File: src/rtl/xeng_ant_buf_pkg.sv
// Shared X-engine constants and the log2 helper used to size antenna indices.
package xeng_ant_buf_pkg;

  localparam int DATA_WIDTH_DEF = 16;
  localparam int N_BANKS        = 2;

  // Ceiling log2, evaluated at elaboration time to size index ports.
  function automatic int log2(input int value);
    int r;
    r = 0;
    for (int i = 0; i < 31; i++) begin
      if ((1 << i) < value) r = i + 1;
    end
    return r;
  endfunction

endpackage

File: src/rtl/xeng_ant_buf_ram.sv
// Antenna sample RAM: one write port and two synchronous read ports.
// The two read ports are built from two copies that are always written identically.
module xeng_ant_ram
  import xeng_ant_buf_pkg::*;
#(
  parameter int ADDR_BITS  = 4,
  parameter int DATA_WIDTH = DATA_WIDTH_DEF
) (
  input  logic                  clk,
  input  logic                  rst,
  input  logic                  wr_en,
  input  logic [ADDR_BITS-1:0]  wr_addr,
  input  logic [DATA_WIDTH-1:0] wr_data,
  input  logic                  rd_en,
  input  logic [ADDR_BITS-1:0]  rd_addr_a,
  input  logic [ADDR_BITS-1:0]  rd_addr_b,
  output logic [DATA_WIDTH-1:0] rd_data_a,
  output logic [DATA_WIDTH-1:0] rd_data_b
);

  localparam int DEPTH = 1 << ADDR_BITS;

  logic [DATA_WIDTH-1:0] mem_a [DEPTH];
  logic [DATA_WIDTH-1:0] mem_b [DEPTH];

  always_ff @(posedge clk) begin
    if (wr_en) begin
      mem_a[wr_addr] <= wr_data;
      mem_b[wr_addr] <= wr_data;
    end
  end

  // Output registers hold their value when no read is serviced.
  always_ff @(posedge clk) begin
    if (rst) begin
      rd_data_a <= '0;
      rd_data_b <= '0;
    end else if (rd_en) begin
      rd_data_a <= mem_a[rd_addr_a];
      rd_data_b <= mem_b[rd_addr_b];
    end
  end

endmodule

File: src/rtl/xeng_ant_buf.sv
// Double-buffered antenna sample store: the writer fills the free bank,
// the reader fetches baseline sample pairs from a full bank.
module xeng_ant_buf
  import xeng_ant_buf_pkg::*;
#(
  parameter int  N_ANTS     = 8,
  parameter int  DATA_WIDTH = DATA_WIDTH_DEF,
  localparam int ANT_BITS   = log2(N_ANTS)
) (
  input  logic                  clk,
  input  logic                  rst,
  input  logic                  din_valid,
  input  logic [DATA_WIDTH-1:0] din,
  output logic                  wr_overflow,
  output logic [N_BANKS-1:0]    bank_full,
  input  logic                  rd_en,
  input  logic                  buf_sel,
  input  logic [ANT_BITS-1:0]   ant_a,
  input  logic [ANT_BITS-1:0]   ant_b,
  input  logic                  rd_done,
  output logic [DATA_WIDTH-1:0] dout_a,
  output logic [DATA_WIDTH-1:0] dout_b,
  output logic                  dout_valid,
  output logic                  rd_underflow
);

  logic                wr_bank;
  logic [ANT_BITS-1:0] wr_cnt;
  logic [N_BANKS-1:0]  full_d;
  logic                wr_accept;
  logic                wr_last;
  logic                rd_ok;

  assign wr_accept = din_valid && !bank_full[wr_bank];
  assign wr_last   = wr_accept && (wr_cnt == ANT_BITS'(N_ANTS - 1));
  assign rd_ok     = rd_en && bank_full[buf_sel];

  // Release first, then completion: a release aimed at the (non-full) bank
  // being completed must not cancel the new full flag.
  always_comb begin
    full_d = bank_full;
    if (rd_done) full_d[buf_sel] = 1'b0;
    if (wr_last) full_d[wr_bank] = 1'b1;
  end

  always_ff @(posedge clk) begin
    if (rst) begin
      wr_bank      <= 1'b0;
      wr_cnt       <= '0;
      bank_full    <= '0;
      wr_overflow  <= 1'b0;
      rd_underflow <= 1'b0;
      dout_valid   <= 1'b0;
    end else begin
      if (wr_accept) begin
        wr_cnt <= wr_cnt + ANT_BITS'(1);
        if (wr_last) wr_bank <= ~wr_bank;
      end
      bank_full    <= full_d;
      wr_overflow  <= din_valid && bank_full[wr_bank];
      rd_underflow <= rd_en && !bank_full[buf_sel];
      dout_valid   <= rd_ok;
    end
  end

  xeng_ant_ram #(
    .ADDR_BITS  (ANT_BITS + 1),
    .DATA_WIDTH (DATA_WIDTH)
  ) u_ram (
    .clk       (clk),
    .rst       (rst),
    .wr_en     (wr_accept),
    .wr_addr   ({wr_bank, wr_cnt}),
    .wr_data   (din),
    .rd_en     (rd_ok),
    .rd_addr_a ({buf_sel, ant_a}),
    .rd_addr_b ({buf_sel, ant_b}),
    .rd_data_a (dout_a),
    .rd_data_b (dout_b)
  );

endmodule

File: config.mk
export PLATFORM = sky130hd
export DESIGN_NAME = xeng_ant_buf
export DESIGN_NICKNAME = d
export VERILOG_FILES = /design/src/rtl/xeng_ant_buf_pkg.sv /design/src/rtl/xeng_ant_buf_ram.sv /design/src/rtl/xeng_ant_buf.sv
export SDC_FILE = /design/constraint.sdc
export NUM_CORES = 1
export LEC_CHECK = 0
export BUFFER_PORTS_ARGS = -buffer_cell sky130_fd_sc_hd__buf_4
export CAP_MARGIN = 20
export CELL_PAD_IN_SITES_DETAIL_PLACEMENT = 1
export CELL_PAD_IN_SITES_GLOBAL_PLACEMENT = 2
export CORE_MARGIN = 8
export CORE_UTILIZATION = 45
export DETAILED_ROUTE_END_ITERATION = 10
export PLACE_DENSITY = 0.74
export RECOVER_POWER = 100
export SYNTH_ARGS = -nofsm -noshare
export SYNTH_HDL_FRONTEND = slang
export SYNTH_SLANG_ARGS = --single-unit
File: constraint.sdc
create_clock -name clk -period 3 [get_ports clk]
set_input_delay 0.6 -clock clk [delete_from_list [all_inputs] [get_ports clk]]
set_output_delay 0.6 -clock clk [all_outputs]
set_load 0.02 [all_outputs]
==> results of run 1 <==
[cells by family (layout without fill, tap and decap cells)]
family	Yosys count	count (layout)	synth area share, %
DFF	297	297	64.5
AOI/OAI and AO/OA	101	101	5.45
xor gates and xnor gates	1	1	0.0664
buffers and inverters	56	170	2.37
adders and majority gates	6	6	0.569
muxes	210	210	25.0
and+or+nand+nor	56	56	2.04
[per-stage QoR]
stage	cell area (µm²)	worst slack, ps	hold WS, ps	utilization (%)	total power, W
after floorplan	13200	386	554	-	0.00503
final	15200	402	361	52.8	0.00932
after global routing	15200	177	355	52.8	0.00957
after global placement	14300	682	467	49.7	0.00523
after CTS	15400	522	336	53.6	0.00941
after detailed placement	14300	533	471	49.7	0.00525
[per-layer routing]
metal	GRT usage (%)	vias to the layer above	share of wire (%)
li1	-	3209	-
met1	26.3	4139	41
met2	36.3	241	51
met3	3.43	78	4.9
met4	7.57	0	3.4
met5	0	-	0
[worst max-delay path, cell delays in order, from the launching register on]
cell and delay (ps):
dfxtp_1 540, mux2i_1 380, and2_0 460, nand2_1 280, nor2_2 150, clkbuf_4 420
[power breakdown]
part / internal [W] / switching, W / total (W)
combinational: 0.000254 / 0.000346 / 0.000600
clock: 0.00255 / 0.00162 / 0.00416
sequential: 0.00453 / 0.0000214 / 0.00455
[worst max-delay path by stage]
stage | depth (start not counted) | endpoint | slack [ps]
after floorplan | 5 | u_ram.mem_b[0][0]$_DFFE_PP_ | 390
after global placement | 6 | u_ram.rd_data_b[8]$_SDFFE_PP0P_ | 680
after detailed placement | 5 | u_ram.mem_b[5][10]$_DFFE_PP_ | 530
after CTS | 5 | u_ram.mem_b[5][14]$_DFFE_PP_ | 520
after global routing | 5 | u_ram.mem_b[5][10]$_DFFE_PP_ | 180
final | 5 | u_ram.mem_b[5][10]$_DFFE_PP_ | 400
[cell type report]
class	instances	share of cell area [%]
clock buffers	50	6.74
well taps	384	3.16
clock inverters	11	0.749
inverters	4	0.0987
flip-flops and latches	297	56.0
repair buffers	105	4.34
multi-input cells	374	29.0
[state kept, by name (all words and copies together), names as in the netlist]
signal	count
rd_underflow	1
u_ram.rd_data_a	16
wr_cnt	3
bank_full	2
u_ram.mem_b	240
u_ram.mem_a	16
u_ram.rd_data_b	16
wr_overflow	1
dout_valid	1
wr_bank	1
[layout by cell type, fill, tap and decap left out, types with 3 or more instances in the layout]
master,count
a21oi_1,4
buf_4,36
a32oi_1,17
nand2_1,15
clkbuf_2,4
nor2b_1,3
o21ai_0,23
o211ai_1,3
edfxtp_1,256
ha_1,6
a22oi_1,30
clkbuf_4,3
o21ai_1,6
nor3_1,3
a2bb2oi_1,13
dfxtp_1,41
o2111ai_1,3
inv_1,4
buf_12,7
mux4_2,95
mux2i_1,113
nor2_1,6
clkbuf_1,63
nand3_1,5
nor2_2,11
clkinv_1,3
clkbuf_8,5
clkbuf_16,37
==> results.md, run 1 <==
- Clock Tree Buf Depth: 3
- CTS tree: yes
- Cells after synthesis: 727
- Worst-path maximum fanout: 16
- Peak VDD IR: 0.000519 V
- Synth Flop Type: edfxtp_1
- Filler cells: 2638
- Htree depth: 2
- Clk Latency, worst-skew pair: 520 ps
- Yosys warning count: 0
- Hold buffers post-CTS: 0
- Post-synth top cells: 256 x edfxtp_1, 113 x mux2i_1, 95 x mux4_2, 41 x dfxtp_1, 30 x a22oi_1
- Multi-input gate area: 4400 µm²
- Reg2Reg Depth: 5
- Post-DP HPWL: 22800 µm
- CTS clock-pin slew for the worst setup and hold paths: 60 ps
- CP arrival: 2750 ps
- Worst hold start: rst
- Vias in the first global route: 8309
- Mapped cell area: 13200 µm²
- First drt pass iteration count: 6
- Max Cap Viol: 1
- Cell taking the most area after synthesis: edfxtp_1
- Area contributors post-synth: edfxtp_1 58%, mux4_2 16%, mux2i_1 8.6%
- LEAKAGE: 5.13 nW
- R2R setup slack: 400 ps
- Resized cells post-CTS: 0
- Rows: 62
- Worst slew margin: -3.41%
- Layout Nets: 850
- Reg2reg start: wr_bank$_SDFFE_PP0P_
- First-pass GRT wire length: 54800 µm
- Yosys top cell area share: 58.3%
- Number of flops mapped to enable cells by yosys: 256
- Vias per std cell: 6.26
- Placed cell count: 1164
- GRT Residual Overflow: 0
- WL/cell: 30.2 µm
- Antenna Nets Post-Route: 0
- Total Routed Length: 37000 µm
- Final Hold Fails: 0
- DRC: 0
- Hold depth: 2
- Req. time, crit path: 3150 ps
- Register area: 8510 µm²
- Power density over the cells: 613 nW/µm²
- Worst min path class: input port to flip-flop
- Sequential element share of the synthesized area: 64.5%
- Critical Path Start: wr_bank$_SDFFE_PP0P_
- Final GP Congestion: 0.788
- Pins Over Slew Limit: 15
- Crit share post-route: 86.6%
- Die H: 187 µm
- Critical path type: flip-flop to flip-flop
- Initial antenna violation count: 0
- Top-count cell post-synth: edfxtp_1
- ANT cells: 0
- Die ar.: 35000 µm²
- Worst slew pin tran: 1550 ps
- Maximum clock frequency: 0.385 GHz
- Largest net degree at the start of global routing: 35
- Cts bufs inserted: 34
- Setup Skew: 15.4 ps
- Clk sink count: 297
- Setup violations, final: 0
- Port-buffer cells: 64
- Count of state elements after synthesis: 297
- Sum of negative setup slack: 0 ps
- Area grow syn2layout: 15.3%
- Failing checks: capacitance limit, slew limit
- IO Pins: 65
- Synth Net Count: 761
- GRT Total Usage: 21.0%
- Initial DRC count: 684
- Synthesized area per cell: 18.1 µm²
- Core Region: 28800 µm²
- Distinct cell type count after synthesis: 37
- Setup repair bufs after CTS: 0
- Non-filler instance count after layout: 1225
- Die X: 187 µm
- Via count: 7667
- RR Endpoint: u_ram.mem_b[5][10]$_DFFE_PP_
- Starting Density: 45.8%
- Min Tclk post-route: 2600 ps
- Status: complete, but fails checks
- RSZ-0062 raised after global routing: no
- Critical Path Start Type: flip-flop
- Root Buffer: clkbuf_16
- Post-synth ARST share: 0%
- Hold Path End: wr_bank$_SDFFE_PP0P_
- Share of post-route cells with drive strength above 1: 25.0%
- CP Capture Type: flip-flop
Power figures use the tool's default switching activity.
==> run 2: changes to the inputs <==
--- a/config.mk
+++ b/config.mk
@@ -7,12 +7,10 @@
 export LEC_CHECK = 0
 export BUFFER_PORTS_ARGS = -buffer_cell sky130_fd_sc_hd__buf_4
 export CAP_MARGIN = 20
-export CELL_PAD_IN_SITES_DETAIL_PLACEMENT = 1
-export CELL_PAD_IN_SITES_GLOBAL_PLACEMENT = 2
 export CORE_MARGIN = 8
 export CORE_UTILIZATION = 45
 export DETAILED_ROUTE_END_ITERATION = 10
-export PLACE_DENSITY = 0.74
+export PLACE_DENSITY = 0.61
 export RECOVER_POWER = 100
 export SYNTH_ARGS = -nofsm -noshare
 export SYNTH_HDL_FRONTEND = slang
==> run 2 against run 1 <==
Against the previous run: the run now ends clean; clock skew down 6.1 ps; clock power shrank 7.5%; first-iteration DRC count decreased by 11%.
==> results.md, run 2 (synthesis results as in run 1) <==
- Req. time, crit path: 3190 ps (+40 ps)
- Worst slew margin: 41.6% (+45 points)
- Status: complete, no violations
- GRT Residual Overflow: 0 (unchanged)
- Placement Cell Area: 14300 µm² (about the same)
- CTS clock-pin slew for the worst setup and hold paths: 60 ps (about the same)
- Worst slew pin tran: 877 ps (-674 ps)
- Core Region: 28800 µm² (unchanged)
- WL/cell: 29.4 µm (-2.8%)
- Cts bufs inserted: 31 (-8.8%)
- Share of post-route cells with drive strength above 1: 24.6% (-0.36 points)
- Critical path type: flip-flop to flip-flop
- Setup repair bufs after CTS: 0 (unchanged)
- Commonest non-fill, non-tap cell in the layout: edfxtp_1
- Setup violations, final: 0 (unchanged)
- Max Cap Viol: 0 (-1)
- Area grow syn2layout: 14.4%
- Setup Skew: 9.27 ps (-6.09 ps)
- Initial antenna violation count: 0 (unchanged)
- Hold buffers post-CTS: 0 (unchanged)
- Most frequent cells in the layout: 256 x edfxtp_1, 113 x mux2i_1, 95 x mux4_2
- Non-filler instance count after layout: 1221 (-0.33%)
- IO Pins: 65 (unchanged)
- ANT cells: 0 (unchanged)
- Most flops, register: u_ram.mem_b
- Psw: 0.00192 W (-3.2%)
- Clock Power Share: 42.8% (-1.9 points)
- DRC: 0 (unchanged)
- Maximum clock frequency: 0.384 GHz (-0.30%)
- Port-buffer cells: 64 (unchanged)
- Hold depth: 2 (unchanged)
- Worst min path class: input port to flip-flop
- Crit share post-route: 86.9% (+0.26 points)
- Final Hold Fails: 0 (unchanged)
- Initial DRC count: 609 (-11%)
- Sw Ratio: 21.3% (about the same)
- Worst-path maximum fanout: 16 (unchanged)
- Vias per std cell: 6.15 (-1.7%)
- Reg2Reg Depth: 5 (unchanged)
- Rows: 62 (unchanged)
- Placed cell count: 1165 (+0.086%)
- Starting Density: 45.8% (unchanged)
- Antenna Nets Post-Route: 0 (unchanged)
- Clk Latency, worst-skew pair: 560 ps (+40 ps)
- Die X: 187 µm (unchanged)
- CP arrival: 2790 ps (+40 ps)
- Clock Tree Buf Depth: 3 (unchanged)
- RSZ-0062 raised after global routing: no
- LEAKAGE: 5.09 nW (-0.87%)
- Pins Over Slew Limit: 0 (-15)
- Die ar.: 35000 µm² (unchanged)
- Via count: 7513 (-2.0%)
- Power density over the cells: 597 nW/µm² (-2.5%)
- Comb power frac: 6.7% (+0.3 points)
- CP Capture Type: flip-flop
- Largest net degree at the start of global routing: 68 (+94%)
- Max reg flops: 240 (unchanged)
- Final GP Congestion: 0.842 (+6.9%)
- CTS tree: yes
- Htree depth: 1 (-1)
- Die H: 187 µm (unchanged)
- First-pass GRT wire length: 53100 µm (-3.2%)
- Vias in the first global route: 7875 (-5.2%)
- GRT Total Usage: 20.2% (-0.83 points)
- Total Routed Length: 35800 µm (-3.1%)
- Finished Cell Area: 15100 µm² (-0.82%)
- Tot Pwr: 0.00901 W (-3.3%)
- First drt pass iteration count: 5 (-1)
- Resized cells post-CTS: 0 (unchanged)
- Root Buffer: clkbuf_16
- Int Pwr: 0.00709 W (-3.3%)
- Hold_ws: 323 ps (-38.2 ps)
- Peak VDD IR: 0.000436 V (-16%)
- Layout Nets: 848 (-0.24%)
- Post-DP HPWL: 23000 µm (+0.94%)
- Clk sink count: 297 (unchanged)
- Flop pwr share: 50.5% (+1.6 points)
- Sum of negative setup slack: 0 ps (unchanged)
- Critical Path Start Type: flip-flop
- Min Tclk post-route: 2610 ps (+7.78 ps)
run 2: per-layer routing:
metal,routed length (µm),GRT usage (%),vias to the layer above
met1,15200,27.1,3968
met3,2120,3.04,65
met5,0,0,-
met4,968,5.74,0
li1,-,-,3205
met2,17600,33.7,275
run 2: power groups by stage:
stage / clock network (W) / registers (W) / logic, W
after detailed placement: 0 / 0.00464 / 0.000623
final: 0.00385 / 0.00455 / 0.000604
after global placement: 0 / 0.00463 / 0.000614
after CTS: 0.00390 / 0.00455 / 0.000624
after global routing: 0.00405 / 0.00455 / 0.000644
after floorplan: 0 / 0.00463 / 0.000393
run 2: area by class of cell:
| cell class | count | area, µm² |
|---|---|---|
| clock buffer | 35 | 791 |
| clock inverter | 21 | 223 |
| tap | 384 | 480 |
| timing repair buffer | 106 | 662 |
| inverter | 4 | 15.0 |
| fill | 2286 | 13700 |
| multi-input combinational | 374 | 4400 |
| sequential | 297 | 8510 |
run 2: metrics by stage:
step,utilization [%],setup WS (ps)
2_1_floorplan,-,386
3_3_place_gp,49.7,639
3_5_place_dp,49.7,573
4_1_cts,53.2,557
5_1_grt,52.4,176
6_report,52.4,394
run 2: final timing paths:
| kind | startpoint | to | slack (ps) |
|---|---|---|---|
| worst max-delay path | wr_bank$_SDFFE_PP0P_ | u_ram.mem_b[10][12]$_DFFE_PP_ | 390 |
| worst min-delay path | rst | wr_bank$_SDFFE_PP0P_ | 320 |
| worst max register to register | wr_bank$_SDFFE_PP0P_ | u_ram.mem_b[10][12]$_DFFE_PP_ | 390 |
| worst min register to register | u_ram.rd_data_b[14]$_SDFFE_PP0P_ | u_ram.rd_data_b[14]$_SDFFE_PP0P_ | 500 |
run 2: critical path, cell delays in order (launching register included):
cell and delay [ps]:
dfxtp_1 540, mux2i_1 380, and2_0 440, nand2_1 240, nor2_2 130, clkbuf_2 500
==> run 3: changes to the inputs <==
--- a/config.mk
+++ b/config.mk
@@ -5,13 +5,14 @@
 export SDC_FILE = /design/constraint.sdc
 export NUM_CORES = 1
 export LEC_CHECK = 0
-export BUFFER_PORTS_ARGS = -buffer_cell sky130_fd_sc_hd__buf_4
 export CAP_MARGIN = 20
 export CORE_MARGIN = 8
 export CORE_UTILIZATION = 45
 export DETAILED_ROUTE_END_ITERATION = 10
-export PLACE_DENSITY = 0.61
+export DONT_BUFFER_PORTS = 1
+export PLACE_DENSITY = 0.59
 export RECOVER_POWER = 100
 export SYNTH_ARGS = -nofsm -noshare
 export SYNTH_HDL_FRONTEND = slang
 export SYNTH_SLANG_ARGS = --single-unit
+export TNS_END_PERCENT = 5
==> run 3 against run 2 <==
Against the previous run: non-clock buffer count decreased by 71; critical path depth unchanged; global-route usage decreased by 0.63 points; combinational power decreased by 36%; sequential power about the same; cell count decreased by 5.7%; first-iteration DRC count decreased by 17%; clock-buffer cell count increased by 4; clock power increased by 2%; sequential share of layout area increased by 1.7 points.
==> results.md, run 3 (synthesis results as in run 1) <==
- Status: complete, no violations
- Die X: 187 µm (unchanged)
- Initial DRC count: 503 (-17%)
- Filler cells: 2347 (+2.7%)
- Comb power frac: 4.4% (-2.3 points)
- Critical path type: flip-flop to flip-flop
- Hold buffers post-CTS: 0 (unchanged)
- Clk Latency, worst-skew pair: 560 ps (about the same)
- Min Tclk post-route: 2590 ps (-19.5 ps)
- Critical Path Start Type: flip-flop
- CP max stage cell: dfxtp_1
- Crit share post-route: 86.2% (-0.65 points)
- Clock Tree Buf Depth: 3 (unchanged)
- Antenna Nets Post-Route: 0 (unchanged)
- Clock Power Share: 44.2% (+1.4 points)
- Worst min path class: input port to flip-flop
- DRC: 0 (unchanged)
- Max Cap Viol: 0 (unchanged)
- Total Routed Length: 34800 µm (-2.9%)
- CTS tree: yes
- Non-filler instance count after layout: 1151 (-5.7%)
- Largest net degree at the start of global routing: 95 (+40%)
- Vias in the first global route: 7563 (-4.0%)
- Vias per std cell: 6.21 (+0.96%)
- Layout Nets: 777 (-8.4%)
- Core Region: 28800 µm² (unchanged)
- ANT cells: 0 (unchanged)
- GRT Total Usage: 19.6% (-0.63 points)
- CP arrival: 2810 ps (+20 ps)
- Placed cell count: 1094 (-6.1%)
- Cts bufs inserted: 31 (unchanged)
- Maximum clock frequency: 0.387 GHz (+0.76%)
- Register area: 8510 µm² (unchanged)
- Worst slew pin tran: 1190 ps (+315 ps)
- Most flops, register: u_ram.mem_b
- Worst-path maximum fanout: 11 (-5)
- Flop pwr share: 51.4% (+0.9 points)
- Req. time, crit path: 3220 ps (+30 ps)
- Post-DP HPWL: 21700 µm (-5.4%)
- Setup Skew: 11.8 ps (+2.55 ps)
- Starting Density: 45.8% (unchanged)
- Reg2reg start: wr_bank$_SDFFE_PP0P_
- CTS clock-pin slew for the worst setup and hold paths: 60 ps (about the same)
- First-pass GRT wire length: 51400 µm (-3.1%)
- Psw: 0.00175 W (-8.8%)
- Critical Path Start: wr_bank$_SDFFE_PP0P_
- CP Capture Type: flip-flop
- Clk sink count: 297 (unchanged)
- Commonest non-fill, non-tap cell in the layout: edfxtp_1
- Sw Ratio: 19.8% (-1.5 points)
- Die H: 187 µm (unchanged)
- IO Pins: 65 (unchanged)
- Worst slew margin: 20.6% (-21 points)
- Setup repair bufs after CTS: 0 (unchanged)
- Setup violations, final: 0 (unchanged)
- Port-buffer cells: 0 (-100%)
- Final Hold Fails: 0 (unchanged)
- Int Pwr: 0.00710 W (about the same)
- Sum of negative setup slack: 0 ps (unchanged)
- First drt pass iteration count: 5 (unchanged)
- Die ar.: 35000 µm² (unchanged)
- Worst hold start: rst
- GRT Residual Overflow: 0 (unchanged)
- RSZ-0062 raised after global routing: no
- CP peak stage delay: 510 ps (-30 ps)
- Worst path cell trace: mux2i_1 > and2_0 > nand2_1 > nor3_1 > clkbuf_2
- Multi-input gate area: 4380 µm² (-0.40%)
- Peak VDD IR: 0.000456 V (+4.4%)
- Rows: 62 (unchanged)
- Most frequent cells in the layout: 256 x edfxtp_1, 113 x mux2i_1, 95 x mux4_2
- Resized cells post-CTS: 0 (unchanged)
- Area grow syn2layout: 11.1%
- Power density over the cells: 604 nW/µm² (+1.1%)
- Root Buffer: clkbuf_16
- Via count: 7150 (-4.8%)
- Initial antenna violation count: 0 (unchanged)
- Share of post-route cells with drive strength above 1: 24.5% (-0.10 points)
- Max reg flops: 240 (unchanged)
- Pins Over Slew Limit: 0 (unchanged)
- WL/cell: 30.2 µm (+3.0%)
- Htree depth: 1 (unchanged)
- Final GP Congestion: 0.814 (-3.2%)
- Hold_ws: 112 ps (-211 ps)
- LEAKAGE: 4.91 nW (-3.5%)
==> run 3: changes by cell type in the layout (fill, tap and decap cells not counted), sizes merged <==
cell and change:
clkbuf -41, clkinvlp +1, inv -1, buf -26, clkinv -3
==> run 3: per-stage QoR <==
step / setup slack [ps] / area (µm²) / total power, W / util, %
3_5_place_dp: 574 / 13700 / 0.00504 / 47.6
2_1_floorplan: 386 / 13200 / 0.00503 / -
5_1_grt: 196 / 14600 / 0.00908 / 50.9
4_1_cts: 568 / 14700 / 0.00890 / 51.2
3_3_place_gp: 713 / 13700 / 0.00503 / 47.6
6_report: 414 / 14600 / 0.00885 / 50.9
==> run 3: worst paths after layout <==
kind / end / slack [ps] / cells after the start
setup / recovery: u_ram.mem_b[3][5]$_DFFE_PP_ / 410 / 5
hold / removal: wr_cnt[2]$_SDFFE_PP0P_ / 110 / 1
setup reg to reg: u_ram.mem_b[3][5]$_DFFE_PP_ / 410 / 5
hold reg to reg: u_ram.rd_data_a[1]$_SDFFE_PP0P_ / 590 / 2
==> run 3: area by class of cell <==
| cell class | count | area share (%) |
|---|---|---|
| Inverter | 4 | 0.102 |
| Timing Repair Buffer | 35 | 1.57 |
| Sequential cell | 297 | 58.1 |
| Tap cell | 384 | 3.28 |
| Clock inverter | 18 | 1.47 |
| Multi-Input combinational cell | 374 | 29.9 |
| Clock buffer | 39 | 5.57 |
==> run 3: routing by layer <==
| metal | global-route usage, % | wire [µm] | vias to the layer above | share of wire [%] |
|---|---|---|---|---|
| li1 | - | - | 3068 | - |
| met1 | 24.7 | 14000 | 3734 | 40 |
| met2 | 31.9 | 16700 | 279 | 48 |
| met3 | 5.72 | 2940 | 69 | 8.4 |
| met4 | 6.54 | 1190 | 0 | 3.4 |
| met5 | 0 | 0 | - | 0 |
==> run 3: power groups by stage <==
stage,Clock [W],Sequential [W],Combinational (W)
final,0.00391,0.00455,0.000388
after global routing,0.00411,0.00456,0.000410
after floorplan,0,0.00463,0.000393
after CTS,0.00395,0.00455,0.000397
after detailed placement,0,0.00464,0.000395
after global placement,0,0.00464,0.000391
==> run 3: critical path: cells and delay by family (launching register included) <==
family | cells | cell delay [ps]
flip-flops | 1 | 510
buffers and inverters | 1 | 370
AND/OR/NAND/NOR | 3 | 1000
multiplexers | 1 | 370
